`src/rtl/rv32_pkg.sv`:
```
// Shared RV32 types and constants: load strobes, writeback FSM states, widths.
package rv32_pkg;
  localparam int XLEN   = 32;
  localparam int REG_AW = 5;

  localparam logic [3:0] STRB_B0 = 4'b0001;
  localparam logic [3:0] STRB_B1 = 4'b0010;
  localparam logic [3:0] STRB_B2 = 4'b0100;
  localparam logic [3:0] STRB_B3 = 4'b1000;
  localparam logic [3:0] STRB_H0 = 4'b0011;
  localparam logic [3:0] STRB_H1 = 4'b1100;
  localparam logic [3:0] STRB_W  = 4'b1111;

  typedef enum logic {
    IDLE,
    LOAD_WAIT
  } wb_state_t;
endpackage

```
`src/rtl/wb_stage_if.sv`:
```
// LSU result bundle plus memory read response feeding the writeback stage.
interface wb_stage_if;
  import rv32_pkg::*;

  logic [XLEN-1:0]   lsu_out;
  logic              lsu_out_vld;
  logic [REG_AW-1:0] lsu_rd;
  logic              lsu_rd_wen;
  logic [3:0]        lsu_rstrb;
  logic              lsu_lsign;
  logic [XLEN-1:0]   mem_rdata;
  logic              mem_rvld;

  modport master (
    output lsu_out, lsu_out_vld, lsu_rd, lsu_rd_wen,
    output lsu_rstrb, lsu_lsign, mem_rdata, mem_rvld
  );

  modport slave (
    input lsu_out, lsu_out_vld, lsu_rd, lsu_rd_wen,
    input lsu_rstrb, lsu_lsign, mem_rdata, mem_rvld
  );
endinterface

```
`src/rtl/wb_stage_load_align.sv`:
```
// Load data lane select and sign/zero extension (combinational).
module load_align
  import rv32_pkg::*;
(
  input  logic [XLEN-1:0] rdata,
  input  logic [3:0]      rstrb,
  input  logic            lsign,
  output logic [XLEN-1:0] data
);

  always_comb begin
    data = rdata;
    unique case (rstrb)
      STRB_B0: data = {{24{lsign & rdata[7]}},  rdata[7:0]};
      STRB_B1: data = {{24{lsign & rdata[15]}}, rdata[15:8]};
      STRB_B2: data = {{24{lsign & rdata[23]}}, rdata[23:16]};
      STRB_B3: data = {{24{lsign & rdata[31]}}, rdata[31:24]};
      STRB_H0: data = {{16{lsign & rdata[15]}}, rdata[15:0]};
      STRB_H1: data = {{16{lsign & rdata[31]}}, rdata[31:16]};
      default: data = rdata;
    endcase
  end

endmodule

```
`src/rtl/wb_stage.sv`:
```
// Writeback stage: ALU retire, load wait/align, registered RF write port.
// Optional WB_FWD_EN adds a combinational bypass of the next-edge RF write.
module wb_stage
  import rv32_pkg::*;
#(
  parameter int LOAD_TIMEOUT = 255
) (
  input  logic              CLK,
  input  logic              RSTN,
  wb_stage_if.slave         lsu,
  output logic              rf_wen,
  output logic [REG_AW-1:0] rf_waddr,
  output logic [XLEN-1:0]   rf_wdata,
  output logic              wb_load_busy,
  output logic              wb_err_timeout,
  output logic              wb_err_stray
`ifdef WB_FWD_EN
  ,
  output logic              fwd_vld,
  output logic [REG_AW-1:0] fwd_rd,
  output logic [XLEN-1:0]   fwd_data
`endif
);

  localparam int CW = $clog2(LOAD_TIMEOUT + 1);
  localparam logic [CW-1:0] CMAX = CW'(LOAD_TIMEOUT);

  wb_state_t       state, state_nxt;
  logic [CW-1:0]   cnt, cnt_nxt;
  logic            is_load;
  logic            retire;
  logic            load_done;
  logic            to_set;
  logic            stray_set;
  logic            wen_nxt;
  logic [XLEN-1:0] wdata_nxt;
  logic [XLEN-1:0] ld_data;

  assign is_load = lsu.lsu_out_vld & (lsu.lsu_rstrb != 4'b0000);

  load_align u_align (
    .rdata (lsu.mem_rdata),
    .rstrb (lsu.lsu_rstrb),
    .lsign (lsu.lsu_lsign),
    .data  (ld_data)
  );

  always_comb begin
    state_nxt = state;
    cnt_nxt   = cnt;
    retire    = 1'b0;
    load_done = 1'b0;
    to_set    = 1'b0;
    stray_set = 1'b0;
    unique case (state)
      IDLE: begin
        if (lsu.lsu_out_vld && !is_load) begin
          retire = 1'b1;
        end else if (is_load) begin
          if (lsu.mem_rvld) begin
            retire    = 1'b1;
            load_done = 1'b1;
          end else begin
            state_nxt = LOAD_WAIT;
            cnt_nxt   = '0;
          end
        end
        stray_set = lsu.mem_rvld & ~is_load;
      end
      LOAD_WAIT: begin
        if (lsu.mem_rvld) begin
          retire    = 1'b1;
          load_done = 1'b1;
          state_nxt = IDLE;
        end else begin
          // saturate; the flag keeps being re-set, harmless since sticky
          if (cnt != CMAX) cnt_nxt = cnt + CW'(1);
          to_set = (cnt_nxt == CMAX);
        end
      end
      default: state_nxt = IDLE;
    endcase
    wen_nxt   = retire & lsu.lsu_rd_wen & (lsu.lsu_rd != '0);
    wdata_nxt = load_done ? ld_data : lsu.lsu_out;
  end

  always_ff @(posedge CLK or negedge RSTN) begin
    if (!RSTN) begin
      state          <= IDLE;
      cnt            <= '0;
      rf_wen         <= 1'b0;
      rf_waddr       <= '0;
      rf_wdata       <= '0;
      wb_err_timeout <= 1'b0;
      wb_err_stray   <= 1'b0;
    end else begin
      state  <= state_nxt;
      cnt    <= cnt_nxt;
      rf_wen <= wen_nxt;
      if (retire) begin
        rf_waddr <= lsu.lsu_rd;
        rf_wdata <= wdata_nxt;
      end
      if (to_set)    wb_err_timeout <= 1'b1;
      if (stray_set) wb_err_stray   <= 1'b1;
    end
  end

  assign wb_load_busy = (state == LOAD_WAIT);

`ifdef WB_FWD_EN
  assign fwd_vld  = wen_nxt;
  assign fwd_rd   = wen_nxt ? lsu.lsu_rd : '0;
  assign fwd_data = wdata_nxt;
`endif

endmodule

```
`src/flat_wrapper.sv`:
```
// flat-port wrapper written by rule: the top's interface ports become plain ports
module wb_stage_flat import rv32_pkg::*;
#(
  parameter int LOAD_TIMEOUT = 255
)
  (CLK, RSTN, rf_wen, rf_waddr, rf_wdata, wb_load_busy, wb_err_timeout, wb_err_stray, lsu_lsu_out, lsu_lsu_out_vld, lsu_lsu_rd, lsu_lsu_rd_wen, lsu_lsu_rstrb, lsu_lsu_lsign, lsu_mem_rdata, lsu_mem_rvld);
  wb_stage_if lsu_i ();
  input  logic CLK;
  input  logic RSTN;
  output logic rf_wen;
  output logic [REG_AW-1:0] rf_waddr;
  output logic [XLEN-1:0] rf_wdata;
  output logic wb_load_busy;
  output logic wb_err_timeout;
  output logic wb_err_stray;
  input wire logic [$bits(lsu_i.lsu_out)-1:0] lsu_lsu_out;
  input wire logic [$bits(lsu_i.lsu_out_vld)-1:0] lsu_lsu_out_vld;
  input wire logic [$bits(lsu_i.lsu_rd)-1:0] lsu_lsu_rd;
  input wire logic [$bits(lsu_i.lsu_rd_wen)-1:0] lsu_lsu_rd_wen;
  input wire logic [$bits(lsu_i.lsu_rstrb)-1:0] lsu_lsu_rstrb;
  input wire logic [$bits(lsu_i.lsu_lsign)-1:0] lsu_lsu_lsign;
  input wire logic [$bits(lsu_i.mem_rdata)-1:0] lsu_mem_rdata;
  input wire logic [$bits(lsu_i.mem_rvld)-1:0] lsu_mem_rvld;
  assign lsu_i.lsu_out = lsu_lsu_out;
  assign lsu_i.lsu_out_vld = lsu_lsu_out_vld;
  assign lsu_i.lsu_rd = lsu_lsu_rd;
  assign lsu_i.lsu_rd_wen = lsu_lsu_rd_wen;
  assign lsu_i.lsu_rstrb = lsu_lsu_rstrb;
  assign lsu_i.lsu_lsign = lsu_lsu_lsign;
  assign lsu_i.mem_rdata = lsu_mem_rdata;
  assign lsu_i.mem_rvld = lsu_mem_rvld;
  wb_stage #(.LOAD_TIMEOUT(LOAD_TIMEOUT)) u_core (.CLK(CLK), .RSTN(RSTN), .lsu(lsu_i), .rf_wen(rf_wen), .rf_waddr(rf_waddr), .rf_wdata(rf_wdata), .wb_load_busy(wb_load_busy), .wb_err_timeout(wb_err_timeout), .wb_err_stray(wb_err_stray));
endmodule
```
`config.mk`:
```
export PLATFORM = sky130hd
export DESIGN_NAME = wb_stage_flat
export DESIGN_NICKNAME = d
export VERILOG_FILES = /design/src/rtl/rv32_pkg.sv /design/src/rtl/wb_stage_if.sv /design/src/rtl/wb_stage_load_align.sv /design/src/rtl/wb_stage.sv /design/src/flat_wrapper.sv
export SDC_FILE = /design/constraint.sdc
export NUM_CORES = 1
export LEC_CHECK = 0
export ABC_CLOCK_PERIOD_IN_PS = 2100
export CAP_MARGIN = 20
export CORE_UTILIZATION = 44
export CTS_CLUSTER_SIZE = 20
export DETAILED_ROUTE_END_ITERATION = 6
export GPL_TIMING_DRIVEN = 0
export HOLD_SLACK_MARGIN = 0.05
export MAX_ROUTING_LAYER = met4
export PLACE_DENSITY = 0.77
export REMOVE_ABC_BUFFERS = 1
export SKIP_CTS_REPAIR_TIMING = 1
export SYNTH_ARGS = -nofsm -noshare
export SYNTH_HDL_FRONTEND = slang
export SYNTH_SLANG_ARGS = --single-unit
```
`constraint.sdc`:
```
create_clock -name CLK -period 2.1 [get_ports CLK]
set_input_delay 0.42 -clock CLK [delete_from_list [all_inputs] [get_ports CLK]]
set_output_delay 0.42 -clock CLK [all_outputs]
set_load 0.03 [all_outputs]
```
---- Word level (Yosys, flattened, before mapping) ----
Cells that the tools add are included.
Widths: inputs -> output; s select.
word-level totals
  register bits ........................... 49
  output and inout port bits .............. 41
cells by class
  add/subtract/negate cells ............... 1
  equality and inequality tests ........... 12
  multiplexer cells ....................... 23
  bitwise gates (word level) .............. 10
  reductions and logical operators ........ 5
operators with widths
  kind                 count
  $pmux 32 s6          1
  $mux 8               7
  $mux 32              1
  $pmux 8 s2           1
  $mux 1               10
  $add 8x1->8 const B  1
  $and 1x1->1          8
  $eq 4x2->1 const B   2
  $eq 4x4->1 const B   2
  $eq 8x8->1 const B   1
  $ne 8x8->1 const B   1
  $ne 2x2->1 const B   3
  $pmux 1 s2           3
  $reduce_bool 5->1    1
  $eq 4x1->1 const B   1
  $eq 4x3->1 const B   1
  $reduce_and 4->1     1
  $reduce_bool 4->1    1
  $ne 2x1->1 const B   1
  $not 1->1            2
  $logic_and 1x1->1    1
  $logic_not 1->1      1

---- Longest topological paths before layout ----
  depth in word-level cells ............... 8
  gate-level depth with buffers ........... 7
  mapped depth without buffers ............ 5

---- Hierarchy ----
A second synthesis with hierarchy kept.
unflattened totals
  cell total of the unflattened synthesis .. 315
  area total of the unflattened synthesis .. 3,205.6 µm²
modules (own cells, without submodules)
  module      instances  cells an instance  area each (µm²)  seq. area each (µm²)
  wb_stage    1          196                2,322.2          1,226.2
  load_align  1          119                883.3            0.0

---- Worst setup path before layout ----
Ideal clock, no wire load.
  kind .................................... in2reg
  start ................................... in lsu_lsu_rstrb[3]
  end ..................................... reg u_core.rf_waddr[0]
  library setup time ...................... 127 ps
  arrival ................................. 2,004 ps
  data required time ...................... 1,973 ps
  path slack .............................. -31 ps
  stages .................................. 6
  path buffers ............................ 2
  cell sequence ........................... buf_6 or4_4 or3b_1 buf_6 nand2_8 mux2_1
between the ends
  cells in the longest elaborated chain, start to end .. 6
RTL lines
  item                  RTL line            text
  from (decl)           flat_wrapper.sv:20  input wire logic [$bits(lsu_i.lsu_rstrb)-1:0] lsu_lsu_rstrb;
  $reduce_bool 4->1 *   wb_stage.sv:39      assign is_load = lsu.lsu_out_vld & (lsu.lsu_rstrb != 4'b0000);
  $and 1x1->1 *         wb_stage.sv:39
  $logic_not 1->1       wb_stage.sv:57      if (lsu.lsu_out_vld && !is_load) begin
  $logic_and 1x1->1     wb_stage.sv:57
  $mux 1 *              wb_stage.sv:57
  $pmux 1 s2 *          wb_stage.sv:55      unique case (state)
  to (signal assigned)  wb_stage.sv:101     rf_waddr <= lsu.lsu_rd;
  to (decl)             wb_stage.sv:12      output logic [REG_AW-1:0] rf_waddr,
Mark *: on every way between the ends. The rest lies on a longest branch, timed or not.
A chain may end at the register's enable or synchronous reset.

---- Worst setup path after layout ----
Same ends and word-level chain as after synthesis.

==> impl_metrics.tcl <==
set metrics [dict create \
    run_status "completed" \
    setup.worst_path.class "primary input to flip-flop" \
    mapped_cell_area_um2 3040 \
    ys_ff_latch 49 \
    synth_top_flop_cell "dfrtp_1" \
    clock_tree_from_tritoncts "built" \
    finalHoldWorstSlack_ns 0.470 \
    fmax_mhz 482 \
    power.static_leakage_nw 1.81 \
    clkSinkCount 49 \
    fp.dieH_um 85.1 \
    post-synth-top-area-fraction 0.403 \
    antenna_found_initial 0 \
    clk_transition_reported_paths_ns 0.09 \
    number_of_global_route_vias_before_repair 3057 \
    synth_top_area_cell "dfrtp_1" \
    port_buffers 119 \
    dieArea_um2 7250 \
    area_delta_synth_final_pct 51.0 \
    post_synth_and_or_nand_nor_area_fraction 0.163 \
    worstSkewPairLatency_ns 0.30 \
    worst_setup_path_start_kind "primary input" \
    gr-total-overflow 0 \
    synth.top_cells.by_area "dfrtp_1 40%, a32oi_1 9.2%, nand2_1 8.5%" \
    synth-seq-area-share 0.403 \
    synth_enable_flop_cells 0 \
    remaining_drc_errors 0 \
    timing.slew.headroom 0.426 \
    drive_above_1_share 0.0991 \
    required_ns 2.29 \
    hold-path-cell-count 2 \
    drtPass1Iterations 5 \
    placeableCoreArea_um2 6490 \
    slew_violations 0 \
    layout_commonest_cell "clkdlybuf4s50_1" \
    ys_warn_count 0 \
    pwr_density_cell_nw_per_um2 678 \
    combinational_family_with_the_most_area_after_synthesis "compound AO/OA/AOI/OAI gates" \
    grt_first_pass_wirelength_mm 15.0 \
    ios 120 \
    hold_viol_final 0 \
    horizontal_die_dimension_um 85.1 \
    worstMarginPinSlew_ns 0.854 \
    most-common-layout-cells "113 x clkdlybuf4s50_1, 69 x nand2_1, 49 x dfrtp_1" \
    clock_path_buffers 2 \
    number_of_instances_in_the_synthesized_netlist 334 \
    antenna_cells 0 \
    fin_worst_skew_ns 0.00476 \
    track_usage 0.269 \
    postSynthAreaPerCell_um2 9.11 \
    h-tree-depth 2 \
    vdd_ir_drop_max_uv 393 \
    min_period_over_period 0.988 \
    worst-r2r-cell-count 6 \
    synth-compound-area-share 0.337 \
    place.gp.congestion 0.887 \
    setup_viol_count_final 0 \
    cp_max_fo 18 \
    post_drt_via_cell_ratio 6.25 \
    detail_route.wl_per_cell_um 19.2 \
    crit_end_category "flip-flop" \
    grt_start_max_net_pins 40 \
    synth_cell_types 53 \
    via_count 3317 \
    start_util 0.468 \
    setup_tns_ns 0 \
    postRouteAntennaNets 0 \
    tritoncts.num_buffers 5 \
    hp-class "flip-flop to flip-flop" \
    synth_xor_xnor_area_share 0.00864 \
    dp_hpwl_mm 6.79 \
    routed_wirelength_mm 10.2 \
    clock_tree_root_driver_cell "clkbuf_8" \
    number_of_nets_at_the_end_of_the_flow 533 \
    rows 29 \
    synth_async_sr_flop_share 1.00 \
    share_of_cell_area_taken_by_muxes_after_synthesis 0.0255 \
    layout_min_cycle_time_ns 2.07 \
    worst-endpoint-arrival_ns 2.27 \
    synth_fa_ha_area_frac 0.00411 \
    drt-initial-drc-count 247 \
    max-cap-violations 0 \
]
## through the flow
step           setup WS [ns]  power [mW]  std cells   util  area, um2
3_5_place_dp           -1.55        2.37        507  0.657       4270
6_report              0.0250        3.12        531  0.707       4590
5_1_grt              -0.0195        3.26        531  0.707       4590
4_1_cts                -1.23        3.07        515  0.674       4380
2_1_floorplan         -0.480        1.78        305      -       2880
3_3_place_gp           -2.10        2.34        501  0.641       4160
## worst paths after layout
kind / slack (ns) / start / endpoint
worst max-delay path: 0.03 / lsu_lsu_rstrb[3] / u_core.rf_waddr[0]$_DFFE_PN0P_
worst min-delay path: 0.47 / u_core.wb_err_timeout$_DFFE_PN0P_ / u_core.wb_err_timeout$_DFFE_PN0P_
worst max register to register: 0.13 / u_core.wb_load_busy$_DFF_PN0_ / u_core.rf_wdata[13]$_DFFE_PN0P_
worst min register to register: 0.47 / u_core.wb_err_timeout$_DFFE_PN0P_ / u_core.wb_err_timeout$_DFFE_PN0P_
max in group asynchronous: 1.06 / RSTN / u_core.rf_wdata[31]$_DFFE_PN0P_
min in group asynchronous: 0.52 / RSTN / u_core.cnt[2]$_DFFE_PN0P_
## registers in the layout, summed over array words and instances, names as in the netlist
register	count
u_core.cnt	8
u_core.rf_waddr	5
u_core.wb_load_busy	1
u_core.rf_wen	1
u_core.wb_err_timeout	1
u_core.rf_wdata	32
u_core.wb_err_stray	1
## cells in the mapped netlist (5+ instances only)
cell type	count
a21oi_1	35
a22o_1	14
a22oi_1	14
a32o_1	7
a32oi_1	32
buf_2	10
buf_6	5
clkbuf_1	12
dfrtp_1	49
mux2_1	5
nand2_1	69
nand3_1	6
o21ai_0	8
## final cells by class
type,count,area (um2)
Fill cell,511,1900
Multi-Input combinational cell,255,1710
Timing Repair Buffer,139,1430
Sequential cell,49,1230
Tap cell,77,96.3
Clock buffer,6,72.6
Clock inverter,2,38.8
Inverter,3,11.3
## worst max-delay path, stage by stage
cell	delay, ns
clkbuf_4	0.21
or4_4	0.61
or3b_4	0.44
buf_8	0.17
nand2_8	0.09
mux2_1	0.31
## where the power goes
group / internal [mW] / switching, mW / total (mW)
clock: 0.358 / 0.334 / 0.692
combinational: 0.576 / 0.664 / 1.24
sequential: 1.09 / 0.0968 / 1.18
## layer usage
metal,up-vias,part of all wire,GRT usage
li1,1527,-,-
met1,1604,0.39,0.337
met2,169,0.49,0.455
met3,17,0.096,0.0535
met4,0,0.020,0.0508
met5,-,0,-
## logic make-up (layout without fill, tap and decap cells)
kind of cell,after synthesis,after routing
buffers and inverters,32,150
adder cells (fa/ha/maj),1,1
AND/OR/NAND/NOR,105,106
AO/OA/AOI/OAI,137,138
flip-flops,49,49
multiplexers,7,7
XOR/XNOR,3,3
Note: power is estimated with default switching activity, not from simulation.
